[src/rtl/lsu_mem_port_if.sv]
// Bus bundle for lsu_mem_port: the CPU request/response handshake plus the PSRAM wrapper pulse/ready interface.
interface lsu_mem_port_if #(
    parameter int ADDR_W = 32
);
    logic              req_valid;
    logic              req_ready;
    logic              req_store;
    logic [2:0]        req_funct3;
    logic [ADDR_W-1:0] req_addr;
    logic [31:0]       req_wdata;
    logic              resp_valid;
    logic [31:0]       resp_rdata;
    logic              resp_err;
    logic              ram_ren;
    logic              ram_wen;
    logic [31:0]       ram_addr;
    logic [31:0]       ram_wdata;
    logic [3:0]        ram_bsel;
    logic              ram_ready;
    logic [31:0]       ram_rdata;

    modport slave (
        input  req_valid, req_store, req_funct3, req_addr, req_wdata, ram_ready, ram_rdata,
        output req_ready, resp_valid, resp_rdata, resp_err,
        output ram_ren, ram_wen, ram_addr, ram_wdata, ram_bsel
    );

    modport master (
        output req_valid, req_store, req_funct3, req_addr, req_wdata, ram_ready, ram_rdata,
        input  req_ready, resp_valid, resp_rdata, resp_err,
        input  ram_ren, ram_wen, ram_addr, ram_wdata, ram_bsel
    );
endinterface

[src/rtl/lsu_mem_port.sv]
// Load/store port in front of the PSRAM data RAM wrapper: one access per handshake, busy/idle tracking, timeout.
// Optional macro LSU_MISALIGN_TRAP_EN: misaligned H/HU/W accesses respond with err=1 instead of touching RAM.
module lsu_mem_port #(
    parameter int TIMEOUT_CYCLES = 64,
    parameter int ADDR_W         = 32
) (
    input  logic           clk,
    input  logic           reset,
    lsu_mem_port_if.slave  bus
);
    typedef enum logic [2:0] {
        IDLE      = 3'd0,
        ISSUE     = 3'd1,
        WAIT_ACK  = 3'd2,
        WAIT_DONE = 3'd3,
        RESP      = 3'd4
    } state_t;

    localparam int             CNT_W    = $clog2(TIMEOUT_CYCLES) + 1;
    localparam logic [CNT_W-1:0] TMO_LAST = CNT_W'(TIMEOUT_CYCLES - 1);

    state_t            state_r;
    state_t            state_s;
    logic              store_r;
    logic [2:0]        f3_r;
    logic [1:0]        off_r;
    logic [CNT_W-1:0]  cnt_r;
    logic              req_ready_r;
    logic              resp_valid_r;
    logic [31:0]       resp_rdata_r;
    logic              resp_err_r;
    logic [31:0]       ram_addr_r;
    logic [31:0]       ram_wdata_r;
    logic [3:0]        ram_bsel_r;

    logic [ADDR_W-1:0] req_addr_s;
    logic [31:0]       addr32_s;
    logic              handshake_s;
    logic              legal_s;
    logic              resp_err_s;
    logic [31:0]       resp_rdata_s;

    function automatic logic f3_legal(input logic st, input logic [2:0] f3);
        case (f3)
            3'b000, 3'b001, 3'b010: f3_legal = 1'b1;
            3'b100, 3'b101:         f3_legal = ~st;
            default:                f3_legal = 1'b0;
        endcase
    endfunction

`ifdef LSU_MISALIGN_TRAP_EN
    function automatic logic misaligned(input logic [2:0] f3, input logic [1:0] off);
        case (f3[1:0])
            2'b01:   misaligned = off[0];
            2'b10:   misaligned = (off != 2'b00);
            default: misaligned = 1'b0;
        endcase
    endfunction
`endif

    // Halfwords only honour off[1]; a stray off[0] is dropped when misalignment is not trapped.
    function automatic logic [3:0] byte_sel(input logic [2:0] f3, input logic [1:0] off);
        case (f3[1:0])
            2'b00:   byte_sel = 4'b0001 << off;
            2'b01:   byte_sel = 4'b0011 << {off[1], 1'b0};
            2'b10:   byte_sel = 4'b1111;
            default: byte_sel = 4'b0000;
        endcase
    endfunction

    function automatic logic [31:0] store_data(input logic [2:0] f3, input logic [31:0] wd);
        case (f3[1:0])
            2'b00:   store_data = {4{wd[7:0]}};
            2'b01:   store_data = {2{wd[15:0]}};
            default: store_data = wd;
        endcase
    endfunction

    function automatic logic [31:0] load_extract(input logic [31:0] w, input logic [2:0] f3,
                                                 input logic [1:0] off);
        logic [7:0]  b;
        logic [15:0] h;
        b = w[{off, 3'b000} +: 8];
        h = off[1] ? w[31:16] : w[15:0];
        case (f3)
            3'b000:  load_extract = {{24{b[7]}}, b};
            3'b001:  load_extract = {{16{h[15]}}, h};
            3'b010:  load_extract = w;
            3'b100:  load_extract = {24'h000000, b};
            3'b101:  load_extract = {16'h0000, h};
            default: load_extract = 32'h0000_0000;
        endcase
    endfunction

    assign req_addr_s  = bus.req_addr;
    assign addr32_s    = 32'(req_addr_s);
    assign handshake_s = (state_r == IDLE) && bus.req_valid;

`ifdef LSU_MISALIGN_TRAP_EN
    assign legal_s = f3_legal(bus.req_store, bus.req_funct3) &&
                     !misaligned(bus.req_funct3, req_addr_s[1:0]);
`else
    assign legal_s = f3_legal(bus.req_store, bus.req_funct3);
`endif

    // Next-state, response error and response data selection.
    always_comb begin
        state_s      = state_r;
        resp_err_s   = 1'b0;
        resp_rdata_s = 32'h0000_0000;
        case (state_r)
            IDLE: begin
                if (handshake_s && !legal_s) begin
                    state_s    = RESP;
                    resp_err_s = 1'b1;
                end else if (handshake_s) begin
                    state_s = ISSUE;
                end else begin
                    state_s = IDLE;
                end
            end
            ISSUE: begin
                if (bus.ram_ready) begin
                    state_s = WAIT_ACK;
                end else begin
                    state_s = ISSUE;
                end
            end
            WAIT_ACK: begin
                if (!bus.ram_ready) begin
                    state_s = WAIT_DONE;
                end else if (cnt_r == TMO_LAST) begin
                    state_s    = RESP;
                    resp_err_s = 1'b1;
                end else begin
                    state_s = WAIT_ACK;
                end
            end
            WAIT_DONE: begin
                // Completion in the final allowed cycle wins over the timeout.
                if (bus.ram_ready) begin
                    state_s      = RESP;
                    resp_rdata_s = store_r ? 32'h0000_0000 : load_extract(bus.ram_rdata, f3_r, off_r);
                end else if (cnt_r == TMO_LAST) begin
                    state_s    = RESP;
                    resp_err_s = 1'b1;
                end else begin
                    state_s = WAIT_DONE;
                end
            end
            RESP:    state_s = IDLE;
            default: state_s = IDLE;
        endcase
    end

    // State register.
    always_ff @(posedge clk or negedge reset) begin
        if (!reset) begin
            state_r <= IDLE;
        end else begin
            state_r <= state_s;
        end
    end

    // Timeout counter: cleared while issuing, counts the acknowledge/completion wait.
    always_ff @(posedge clk or negedge reset) begin
        if (!reset) begin
            cnt_r <= '0;
        end else if (state_r == WAIT_ACK || state_r == WAIT_DONE) begin
            cnt_r <= cnt_r + CNT_W'(1);
        end else begin
            cnt_r <= '0;
        end
    end

    // Request capture; RAM-side address/data/enables only change for accesses that will reach the RAM.
    always_ff @(posedge clk or negedge reset) begin
        if (!reset) begin
            store_r     <= 1'b0;
            f3_r        <= 3'b000;
            off_r       <= 2'b00;
            ram_addr_r  <= 32'h0000_0000;
            ram_wdata_r <= 32'h0000_0000;
            ram_bsel_r  <= 4'b0000;
        end else if (handshake_s) begin
            store_r <= bus.req_store;
            f3_r    <= bus.req_funct3;
            off_r   <= req_addr_s[1:0];
            if (legal_s) begin
                ram_addr_r  <= {addr32_s[31:2], 2'b00};
                ram_wdata_r <= store_data(bus.req_funct3, bus.req_wdata);
                ram_bsel_r  <= byte_sel(bus.req_funct3, req_addr_s[1:0]);
            end else begin
                ram_addr_r  <= ram_addr_r;
                ram_wdata_r <= ram_wdata_r;
                ram_bsel_r  <= ram_bsel_r;
            end
        end else begin
            store_r     <= store_r;
            f3_r        <= f3_r;
            off_r       <= off_r;
            ram_addr_r  <= ram_addr_r;
            ram_wdata_r <= ram_wdata_r;
            ram_bsel_r  <= ram_bsel_r;
        end
    end

    // Registered CPU-side outputs, derived from the state being entered.
    always_ff @(posedge clk or negedge reset) begin
        if (!reset) begin
            req_ready_r  <= 1'b1;
            resp_valid_r <= 1'b0;
            resp_rdata_r <= 32'h0000_0000;
            resp_err_r   <= 1'b0;
        end else begin
            req_ready_r  <= (state_s == IDLE);
            resp_valid_r <= (state_s == RESP);
            resp_rdata_r <= resp_rdata_s;
            resp_err_r   <= resp_err_s;
        end
    end

    assign bus.req_ready  = req_ready_r;
    assign bus.resp_valid = resp_valid_r;
    assign bus.resp_rdata = resp_rdata_r;
    assign bus.resp_err   = resp_err_r;
    // The pulse must land in the first ISSUE cycle that sees the RAM idle, so it is gated by ram_ready directly.
    assign bus.ram_ren    = (state_r == ISSUE) && bus.ram_ready && !store_r;
    assign bus.ram_wen    = (state_r == ISSUE) && bus.ram_ready && store_r;
    assign bus.ram_addr   = ram_addr_r;
    assign bus.ram_wdata  = ram_wdata_r;
    assign bus.ram_bsel   = ram_bsel_r;
endmodule

[src/flat_wrapper.sv]
// flat-port wrapper written by rule: the top's interface ports become plain ports
module lsu_mem_port_flat 
#(
    parameter int TIMEOUT_CYCLES = 64,
    parameter int ADDR_W         = 32
)
  (clk, reset, bus_req_valid, bus_req_store, bus_req_funct3, bus_req_addr, bus_req_wdata, bus_ram_ready, bus_ram_rdata, bus_req_ready, bus_resp_valid, bus_resp_rdata, bus_resp_err, bus_ram_ren, bus_ram_wen, bus_ram_addr, bus_ram_wdata, bus_ram_bsel);
  lsu_mem_port_if #(.ADDR_W(ADDR_W)) bus_i ();
  input  logic clk;
  input  logic reset;
  input wire logic [$bits(bus_i.req_valid)-1:0] bus_req_valid;
  input wire logic [$bits(bus_i.req_store)-1:0] bus_req_store;
  input wire logic [$bits(bus_i.req_funct3)-1:0] bus_req_funct3;
  input wire logic [$bits(bus_i.req_addr)-1:0] bus_req_addr;
  input wire logic [$bits(bus_i.req_wdata)-1:0] bus_req_wdata;
  input wire logic [$bits(bus_i.ram_ready)-1:0] bus_ram_ready;
  input wire logic [$bits(bus_i.ram_rdata)-1:0] bus_ram_rdata;
  output wire logic [$bits(bus_i.req_ready)-1:0] bus_req_ready;
  output wire logic [$bits(bus_i.resp_valid)-1:0] bus_resp_valid;
  output wire logic [$bits(bus_i.resp_rdata)-1:0] bus_resp_rdata;
  output wire logic [$bits(bus_i.resp_err)-1:0] bus_resp_err;
  output wire logic [$bits(bus_i.ram_ren)-1:0] bus_ram_ren;
  output wire logic [$bits(bus_i.ram_wen)-1:0] bus_ram_wen;
  output wire logic [$bits(bus_i.ram_addr)-1:0] bus_ram_addr;
  output wire logic [$bits(bus_i.ram_wdata)-1:0] bus_ram_wdata;
  output wire logic [$bits(bus_i.ram_bsel)-1:0] bus_ram_bsel;
  assign bus_i.req_valid = bus_req_valid;
  assign bus_i.req_store = bus_req_store;
  assign bus_i.req_funct3 = bus_req_funct3;
  assign bus_i.req_addr = bus_req_addr;
  assign bus_i.req_wdata = bus_req_wdata;
  assign bus_i.ram_ready = bus_ram_ready;
  assign bus_i.ram_rdata = bus_ram_rdata;
  assign bus_req_ready = bus_i.req_ready;
  assign bus_resp_valid = bus_i.resp_valid;
  assign bus_resp_rdata = bus_i.resp_rdata;
  assign bus_resp_err = bus_i.resp_err;
  assign bus_ram_ren = bus_i.ram_ren;
  assign bus_ram_wen = bus_i.ram_wen;
  assign bus_ram_addr = bus_i.ram_addr;
  assign bus_ram_wdata = bus_i.ram_wdata;
  assign bus_ram_bsel = bus_i.ram_bsel;
  lsu_mem_port #(.TIMEOUT_CYCLES(TIMEOUT_CYCLES), .ADDR_W(ADDR_W)) u_core (.clk(clk), .reset(reset), .bus(bus_i));
endmodule
[config.mk]
export PLATFORM = sky130hd
export DESIGN_NAME = lsu_mem_port_flat
export DESIGN_NICKNAME = d
export VERILOG_FILES = /design/src/rtl/lsu_mem_port_if.sv /design/src/rtl/lsu_mem_port.sv /design/src/flat_wrapper.sv
export SDC_FILE = /design/constraint.sdc
export NUM_CORES = 1
export LEC_CHECK = 0
export CAP_MARGIN = 5
export CORE_MARGIN = 1
export CORE_UTILIZATION = 43
export DETAILED_ROUTE_END_ITERATION = 10
export PLACE_DENSITY_LB_ADDON = 0.05
export SLEW_MARGIN = 30
export SYNTH_ARGS = -nofsm -noshare
export SYNTH_HDL_FRONTEND = slang
export SYNTH_SLANG_ARGS = --single-unit
[constraint.sdc]
create_clock -name clk -period 2.1 [get_ports clk]
set_input_delay 0.42 -clock clk [delete_from_list [all_inputs] [get_ports clk]]
set_output_delay 0.42 -clock clk [all_outputs]
set_load 0.02 [all_outputs]
==> flow_summary.yaml <==
status:
  status: "complete, but fails checks"
  violations: "design-rule violations"
synthesis:
  synth_area_sq_um: 5150
  synth_warnings: 0
  synth_edf_count: 0
  ys_types: 45
  synthArstFlopShare_pct: 100
  syn_inst: 447
  yosys-top-cells-area: "dfrtp_1, mux2_2, mux2i_1"
  synth-seq-area-share_pct: 56.9
  synth_largest_type_area_fraction_pct: 56.4
  synth_commonest_cells: "dfrtp_1, nand2_1, a21oi_1"
  synthFlopType: "dfrtp_1"
  yosysMostFrequentCell: "dfrtp_1"
  avgSynthCellArea_sq_um: 11.5
  yosysTopAreaCell: "dfrtp_1"
  ys_seq_elements: 117
die:
  start_util_pct: 44.5
  core_sq_um: 11600
  fp.dieW_um: 111
  die_h_um: 111
  io_pins: 209
  num_rows: 39
  die_area_sq_um: 12400
worst_setup_path:
  rrSetupSlack_ns: 0.35
  worst_setup_path_start_kind: "input pin"
  endpoint_kind: "output port"
  critPathCapture: "bus_ram_wen"
  cp_max_fo: 3
  rr_worst_depth: 4
  regToRegEndpoint: "u_core.bus.ram_addr[27]$_DFFE_PN0P_"
  reg2reg_from: "u_core.state_r[1]$_DFF_PN0_"
  startpoint: "bus_ram_ready"
  critical_path_arrival_ns: 1.60
  required_ns: 1.68
  path_class: "input pin to output port"
sta:
  worstMarginPinSlew_ns: 0.612
  rsz0062_at_grt: "no"
  fin_worst_skew_ns: 0.00580
  fmax_mhz: 495
  setup_viol: 0
  min_period_ns: 2.02
  relSlewSlack_pct: 59.1
  min_period_over_period_pct: 96.2
  finalHoldViolations: 0
  drv_slew: 0
route:
  vias: 4269
  drt_iter0_markers: 305
  drt-total-wl_um: 13800
  drc_errors: 32
  route.detailed.vias_per_inst: 5.18
  wl_per_cell_um: 16.8
  drt-pass1-iter-count: 8
  ant_nets: 0
grt:
  use_met3_pct: 7.68
  grt_pass1_vias: 4350
  top_usage_layer: "met2"
  grtUsageTotal_pct: 23.4
  use_met1_pct: 28.7
  grt_max_degree: 69
  grt_pass1_wl_um: 22600
  grt_use_met2_pct: 38.4
  antenna_found_initial: 0
  gr-total-overflow: 0
place:
  place_congestion: 0.868
  io_buffers: 206
  dpl_cell_area_sq_um: 7480
  dp_hpwl_um: 10100
power:
  max-vdd-ir-drop_mv: 0.825
  p_per_area_nw_per_um2: 1340
  p_leak_nw: 3.51
  power_mw: 10.8
clocking:
  cts_tree: "built"
  cts-buffers-inserted: 17
  clk_root_buffer_cell: "clkbuf_16"
  clock_latency_ns: 0.40
  cts_sinks: 117
  cts_buffer_depth: 2
  htreeDepth: 4
  clk_pin_slew_ns: 0.05
layout:
  fin_util_pct: 69.5
  diodes: 0
  drive_above_1_share_pct: 16.3
  multi_input_area_sq_um: 2070
  syn_to_final_growth_pct: 56.1
  final-seq-area_sq_um: 2930
  fillers: 883
  postLayoutCellArea_sq_um: 8040
  nets: 773
job:
  maxCapViolations: 0
min_path:
  hold_class: "flip-flop to flip-flop"
-- cell type report --
class / instances / share of cell area (%)
clock buffers: 23 / 5.95
repair buffers: 231 / 28.5
clock inverters: 9 / 0.965
well taps: 143 / 2.23
multi-input cells: 299 / 25.8
flip-flops and latches: 117 / 36.4
inverters: 2 / 0.0934
-- routing by layer --
layer | up-vias | part of all wire (%)
li1 | 2007 | -
met1 | 2069 | 41
met2 | 172 | 50
met3 | 21 | 8.2
met4 | 0 | 1.7
met5 | - | 0
-- logic make-up after synthesis --
logic type,Yosys count,synth area share [%]
flops,117,56.9
compound gates,105,11.7
xor+xnor,6,1.02
fa+ha+maj,1,0.243
buf+inv,32,3.09
mux,76,17.2
other cells,1,0.0728
simple gates,109,9.75
-- flip-flops by register name (all words and copies together) (netlist names) --
name and flops:
u_core.state_r 3, u_core.store_r 1, u_core.f3_r 3, u_core.cnt_r 7, u_core.off_r 2, u_core.bus.req_ready 1, u_core.bus.ram_wdata 32, u_core.bus.resp_err 1
u_core.bus.resp_valid 1, u_core.bus.ram_bsel 4, u_core.bus.ram_addr 30, u_core.bus.resp_rdata 32
-- worst min path at each step --
stage | start | to | slack, ns | depth (start not counted)
floorplan | reset | u_core.bus.ram_addr[10]$_DFFE_PN0P_ | 0.12 | 0
global placement | reset | u_core.bus.ram_addr[18]$_DFFE_PN0P_ | 0.41 | 1
detailed placement | reset | u_core.bus.ram_addr[18]$_DFFE_PN0P_ | 0.41 | 1
CTS | u_core.cnt_r[0]$_DFF_PN0_ | u_core.cnt_r[0]$_DFF_PN0_ | 0.47 | 1
global route | u_core.cnt_r[0]$_DFF_PN0_ | u_core.cnt_r[0]$_DFF_PN0_ | 0.47 | 1
finish | u_core.cnt_r[0]$_DFF_PN0_ | u_core.cnt_r[0]$_DFF_PN0_ | 0.46 | 1
-- power by group --
group	switching (mW)	internal, mW	total [mW]
Combinational	2.24	2.35	4.59
Sequential	0.490	3.03	3.52
Clock	0.969	1.71	2.68
Total	3.70	7.09	10.8
-- cells in the final DEF (no fill, tap or decap), types with 17 or more instances in the layout --
master and count:
clkdlybuf4s50_1 203, buf_4 21, mux2i_1 26, nand2_1 61
a21oi_1 43, nor2_1 20, mux2_2 35, dfrtp_1 116
clkbuf_16 17, o21ai_0 34
-- worst max-delay path, cell delays in order --
cell and delay [ns]:
clkdlybuf4s50_1 0.48, nand2_1 0.10, nor4b_1 0.26, dlygate4sd1_1 0.34
-- what timing repair did --
action / in CTS / in global routing
setup buffers: 0 / 0
endpoints found under the setup margin: 2 / 2
hold buffers: 1 / 0
endpoints found under the hold margin: 31 / 0
gates resized for setup: 3 / 4
-- per-stage QoR --
| stage | instances | setup WS, ns | TNS [ns] | hold WS [ns] |
|---|---|---|---|---|
| 6_report | 824 | 0.0806 | 0 | 0.460 |
| 5_1_grt | 824 | 0.0125 | 0 | 0.473 |
| 4_1_cts | 824 | 0.00425 | 0 | 0.465 |
| 3_5_place_dp | 791 | -0.311 | -1.10 | 0.406 |
| 3_3_place_gp | 791 | -0.241 | -0.732 | 0.409 |
| 2_1_floorplan | 448 | 0.241 | 0 | 0.124 |
No activity file was read; power rests on OpenSTA's default activity.
